**src/rtl/aes_pkg.sv**
```systemverilog
// Shared types and constants for the AES-128 key-expansion engine.
package aes_pkg;

  typedef logic [31:0] word_t;

  localparam int unsigned SBOX_LATENCY = 5;
  localparam int unsigned NR           = 10;

  localparam logic [7:0] RCON [NR] = '{
    8'h01, 8'h02, 8'h04, 8'h08, 8'h10, 8'h20, 8'h40, 8'h80, 8'h1b, 8'h36
  };

  typedef logic [1:0] state_t;
  localparam state_t StIdle  = 2'd0;
  localparam state_t StIssue = 2'd1;
  localparam state_t StWait  = 2'd2;

  function automatic logic [7:0] xtime(input logic [7:0] b);
    return {b[6:0], 1'b0} ^ (b[7] ? 8'h1b : 8'h00);
  endfunction

  function automatic logic [7:0] gf_mul(input logic [7:0] a, input logic [7:0] b);
    logic [7:0] p;
    logic [7:0] x;
    p = 8'h00;
    x = a;
    for (int i = 0; i < 8; i++) begin
      if (b[i]) p ^= x;
      x = xtime(x);
    end
    return p;
  endfunction

endpackage

```
**src/rtl/sbox.sv**
```systemverilog
// AES S-box with a fixed SBOX_LATENCY-cycle pipeline; the substitution itself is computed
// arithmetically (GF(2^8) inverse followed by the affine map) in the first stage.
module sbox
  import aes_pkg::*;
(
  input  logic       clk,
  input  logic       rst,
  input  logic       in_valid_i,
  input  logic [7:0] in_byte_i,
  output logic       out_valid_o,
  output logic [7:0] out_byte_o
);

  // x^254 == x^-1 in GF(2^8), and 0 maps to 0.
  function automatic logic [7:0] sub_byte(input logic [7:0] b);
    logic [7:0] sq;
    logic [7:0] inv;
    sq  = b;
    inv = 8'h01;
    for (int i = 1; i < 8; i++) begin
      sq  = gf_mul(sq, sq);
      inv = gf_mul(inv, sq);
    end
    return inv ^ {inv[6:0], inv[7]} ^ {inv[5:0], inv[7:6]} ^ {inv[4:0], inv[7:5]} ^
           {inv[3:0], inv[7:4]} ^ 8'h63;
  endfunction

  logic [SBOX_LATENCY-1:0] vld_q;
  logic [7:0]              dat_q [SBOX_LATENCY];

  always_ff @(posedge clk) begin
    if (rst) begin
      vld_q <= '0;
      for (int i = 0; i < int'(SBOX_LATENCY); i++) dat_q[i] <= '0;
    end else begin
      vld_q    <= {vld_q[SBOX_LATENCY-2:0], in_valid_i};
      dat_q[0] <= sub_byte(in_byte_i);
      for (int i = 1; i < int'(SBOX_LATENCY); i++) dat_q[i] <= dat_q[i-1];
    end
  end

  assign out_valid_o = vld_q[SBOX_LATENCY-1];
  assign out_byte_o  = dat_q[SBOX_LATENCY-1];

endmodule

```
**src/rtl/sub_word.sv**
```systemverilog
// SubWord: four pipelined S-boxes sharing one valid; out_valid follows the byte-0 lane.
module sub_word
  import aes_pkg::*;
(
  input  logic  clk,
  input  logic  rst,
  input  logic  in_valid_i,
  input  word_t in_word_i,
  output logic  out_valid_o,
  output word_t out_word_o
);

  logic [3:0] lane_vld;

  for (genvar b = 0; b < 4; b++) begin : g_lane
    sbox u_sbox (
      .clk        (clk),
      .rst        (rst),
      .in_valid_i (in_valid_i),
      .in_byte_i  (in_word_i[8*b +: 8]),
      .out_valid_o(lane_vld[b]),
      .out_byte_o (out_word_o[8*b +: 8])
    );
  end

  // Byte 0 lives in [31:24]; the other lanes must track it exactly.
  assign out_valid_o = lane_vld[3];

  assert property (@(posedge clk) disable iff (rst) lane_vld == {4{lane_vld[3]}});

endmodule

```
**src/rtl/aes_key_expand.sv**
```systemverilog
// AES-128 key expansion: accepts a key on start/ready and streams round keys 0..10,
// pacing each round on the SubWord pipeline's out_valid.
module aes_key_expand
  import aes_pkg::*;
(
  input  logic         clk,
  input  logic         rst,
  input  logic         start,
  input  logic [127:0] key,
  output logic         ready,
  output logic         rk_valid,
  output logic [3:0]   rk_idx,
  output logic [127:0] rk
);

  localparam logic [3:0] LastRound = 4'(NR);

  state_t     state_q, state_d;
  word_t      w_q [4];
  word_t      w_d [4];
  logic [3:0] round_q, round_d;
  logic [7:0] rcon_q, rcon_d;

  logic  sw_valid;
  logic  sw_out_valid;
  word_t sw_in;
  word_t sw_out;
  word_t t;

  assign sw_in = {w_q[3][23:0], w_q[3][31:24]};

  sub_word u_sub_word (
    .clk        (clk),
    .rst        (rst),
    .in_valid_i (sw_valid),
    .in_word_i  (sw_in),
    .out_valid_o(sw_out_valid),
    .out_word_o (sw_out)
  );

  always_comb begin
    state_d  = state_q;
    w_d      = w_q;
    round_d  = round_q;
    rcon_d   = rcon_q;
    sw_valid = 1'b0;
    t        = '0;
    unique case (state_q)
      StIdle: begin
        if (start) begin
          w_d[0]  = key[127:96];
          w_d[1]  = key[95:64];
          w_d[2]  = key[63:32];
          w_d[3]  = key[31:0];
          round_d = 4'd0;
          rcon_d  = 8'h01;
          state_d = StIssue;
        end
      end
      StIssue: begin
        if (round_q == LastRound) begin
          state_d = StIdle;
        end else begin
          sw_valid = 1'b1;
          state_d  = StWait;
        end
      end
      StWait: begin
        if (sw_out_valid) begin
          t       = sw_out ^ {rcon_q, 24'h0};
          w_d[0]  = w_q[0] ^ t;
          w_d[1]  = w_q[1] ^ w_d[0];
          w_d[2]  = w_q[2] ^ w_d[1];
          w_d[3]  = w_q[3] ^ w_d[2];
          round_d = round_q + 4'd1;
          rcon_d  = xtime(rcon_q);
          state_d = StIssue;
        end
      end
      default: state_d = StIdle;
    endcase
  end

  always_ff @(posedge clk) begin
    if (rst) begin
      state_q <= StIdle;
      for (int i = 0; i < 4; i++) w_q[i] <= '0;
      round_q <= '0;
      rcon_q  <= 8'h01;
    end else begin
      state_q <= state_d;
      for (int i = 0; i < 4; i++) w_q[i] <= w_d[i];
      round_q <= round_d;
      rcon_q  <= rcon_d;
    end
  end

  // w only changes on entry to ISSUE, so rk naturally holds between pulses.
  assign ready    = (state_q == StIdle);
  assign rk_valid = (state_q == StIssue);
  assign rk_idx   = round_q;
  assign rk       = {w_q[0], w_q[1], w_q[2], w_q[3]};

endmodule

```
**config.mk**
```make
export PLATFORM = sky130hd
export DESIGN_NAME = aes_key_expand
export DESIGN_NICKNAME = d
export VERILOG_FILES = /design/src/rtl/aes_pkg.sv /design/src/rtl/sbox.sv /design/src/rtl/sub_word.sv /design/src/rtl/aes_key_expand.sv
export SDC_FILE = /design/constraint.sdc
export NUM_CORES = 2
export LEC_CHECK = 0
export CORE_MARGIN = 5
export CORE_UTILIZATION = 34
export DETAILED_ROUTE_END_ITERATION = 10
export DONT_BUFFER_PORTS = 1
export GPL_TIMING_DRIVEN = 0
export SLEW_MARGIN = 20
export SYNTH_ARGS = -nofsm -noshare
export SYNTH_HDL_FRONTEND = slang
export SYNTH_SLANG_ARGS = --single-unit
```
**constraint.sdc**
```tcl
create_clock -name clk -period 16.5 [get_ports clk]
set_clock_uncertainty 0.05 [all_clocks]
set_input_delay 3.3 -clock clk [delete_from_list [all_inputs] [get_ports clk]]
set_output_delay 3.3 -clock clk [all_outputs]
set_load 0.05 [all_outputs]
```
==> metrics.txt <==
fraction of registers with async set or reset after synthesis 0%; area of the multi-input gates 0.0654 mm^2; Worst Tran Pin Value around 1.2 ns; most frequent cells in the layout xnor2_1, nor2_1, nand2_1; slowest cell delay on critical path 0.57 ns; critical path class reg2reg; Post-Layout Cell Count 12,400; total clock sinks 307; startpoint types register; Core Box Area ~0.21 mm^2; Synth Instances between 9,000 and 10,000; ANT nets after route 0; buffers added on ports 0; post-synth top area share 18.5%; synth unique cells 119; outcome finished, final reports clean; TritonCTS buffer count 30; largest net degree at the start of global routing 17; Synth area leader xnor2_1; leading post-synthesis cells by cell area xnor2_1, xnor3_1, dfxtp_1; Initial Util 34.1%; WP data arrival 16.44 ns; most common cell after layout, fill and taps aside xnor2_1; first-pass GRT wire length 426,000 um; final setup vio count 0; Longest Clk Path Bufs 3; die extent in x 468 um; CTS root buf clkbuf_16; Layout Nets between 9,000 and 10,000; Post-Place Cells about 12,000; TritonCTS clock tree done; DR WL/cell 23.2 um; num ports 265; Netlist Area Pre-Place a little over 0.07 mm^2; post-layout util 38.7%; synthesis-to-finish area growth 13.4%; Post-Route WL 289,000 um; GRT Overall Usage 24.7%; Die H 468 um; vias in the first global route 66,800; Worst EP required 16.94 ns; vias per cell 5.76; relative slew slack ~17%; share of layout cells above drive strength 1 12.6%; worst skew pair latency 0.64 ns; First DRT Iteration DRCs 6,903; vias 71,600; die area roughly 0.22 mm^2; final worst-path cycle share 97.0%; CP Capture Type register; synthesized area per cell about 7.6 um^2; placer congestion estimate 1.01; grt ovf 0; share of the yosys chip area belonging to registers 8.61%; worst-path fanout max 10; Post-synth EDFFs 0; Tmin final 16.01 ns; post-synthesis register bit count 307; synthesized net count 9,546; Rows roughly 170; FF+latch area 0.00621 mm^2; worst hold path class reg2reg; Max Clk Rate 62.5 MHz; number of remaining DRC errors 0; synth warn 0; dpl hpwl 224,000 um; Final Hold Violating Endpoints 0; Reg clk slew, reported paths 0.07 ns; Max H-tree Level 1; initial antenna violation count 42; Max-cap violations 0; max-slew violation count 0; TritonRoute pass-1 iters 8; ys flop type dfxtp_1; # fillers 21,500; Slowest cell on crit path xnor3_2
-- through the flow --
stage | setup WS [ns] | instance area [um^2] | hold WS [ns] | TNS (ns)
2_1_floorplan | 0.554 | 71400 | 0.364 | 0
3_3_place_gp | -3.34 | 74900 | 0.367 | -96.53
3_5_place_dp | -3.52 | 75000 | 0.370 | -97.95
4_1_cts | 0.00418 | 78300 | 0.387 | 0
5_1_grt | -0.0868 | 80900 | 0.398 | -0.399
6_report | 0.494 | 80900 | 0.384 | 0
-- path summary, 6_finish.rpt --
path | endpoint | cells after the start | slack, ns | from
setup / recovery | u_sub_word.g_lane[0].u_sbox.dat_q[0][7] | 57 | 0.49 | rk[24]
hold / removal | u_sub_word.g_lane[2].u_sbox.dat_q[0][14] | 1 | 0.38 | u_sub_word.g_lane[2].u_sbox.dat_q[0][6]
setup reg to reg | u_sub_word.g_lane[0].u_sbox.dat_q[0][7] | 57 | 0.49 | rk[24]
hold reg to reg | u_sub_word.g_lane[2].u_sbox.dat_q[0][14] | 1 | 0.38 | u_sub_word.g_lane[2].u_sbox.dat_q[0][6]
-- state kept, by name, summed over array words and instances (netlist names) --
signal,flops
rk,128
u_sub_word.g_lane.u_sbox.vld_q,5
state_q,2
rk_idx,4
rcon_q,8
u_sub_word.g_lane.u_sbox.dat_q,160
-- kinds of logic (layout without fill, tap and decap cells) --
kind of cell	Yosys count	after routing	synth area share (%)
and+or+nand+nor	3334	3334	21.0
xor gates and xnor gates	2597	2597	42.2
AOI/OAI and AO/OA	2093	2093	19.2
buffers and inverters	761	971	4.49
DFF	307	307	8.61
muxes	256	256	3.81
adders and majority gates	37	37	0.624
other	0	34	0
-- metal layers --
metal	share of wire, %	global-route usage, %
met2	46	39.8
met1	40	30.6
met5	0.022	0
met3	7.2	3.36
met4	7.3	16.9
-- Yosys cell counts, types with 92 or more instances --
master / count
xor2_1: 508
xnor2_1: 1504
a21oi_1: 567
o21ai_0: 428
dfxtp_1: 307
nor2_1: 1244
xnor2_2: 106
xnor3_1: 364
o22ai_1: 116
nand2_1: 960
o211ai_1: 105
mux2i_1: 185
clkbuf_1: 428
inv_1: 92
nor2b_1: 191
nor3_1: 244
buf_2: 130
a211oi_1: 92
nand3_1: 221
-- final cells by class --
| class | count | area share (%) |
|---|---|---|
| Multi-Input combinational cell | 8317 | 80.8 |
| Sequential cell | 307 | 7.68 |
| Tap cell | 2805 | 4.34 |
| Buffer | 638 | 3.60 |
| Timing Repair Buffer | 167 | 1.66 |
| Clock buffer | 37 | 1.01 |
| Inverter | 112 | 0.563 |
| Clock inverter | 17 | 0.223 |
| Antenna cell | 34 | 0.105 |
-- worst max-delay path: cells and delay by family, from the launching register on --
kind                       cells  cell delay [ns]
muxes                          2             0.44
AOI/OAI and AO/OA             12             2.65
adders and majority gates      2             0.78
and+or+nand+nor                6             1.06
buffers and inverters         12             2.81
xor gates and xnor gates      23             7.58
DFF                            1             0.43
-- timing repair --
item                                    in CTS  in global routing
hold buffers                                 0                  0
endpoints found under the setup margin      32                 32
gates cloned                                 0                  0
setup buffers                               64                 95
pin swaps                                   46                 71
resized for setup                          327                342
Power is not shown: default switching activity piles up to over one toggle a cycle in this logic, so the estimate is an artifact.
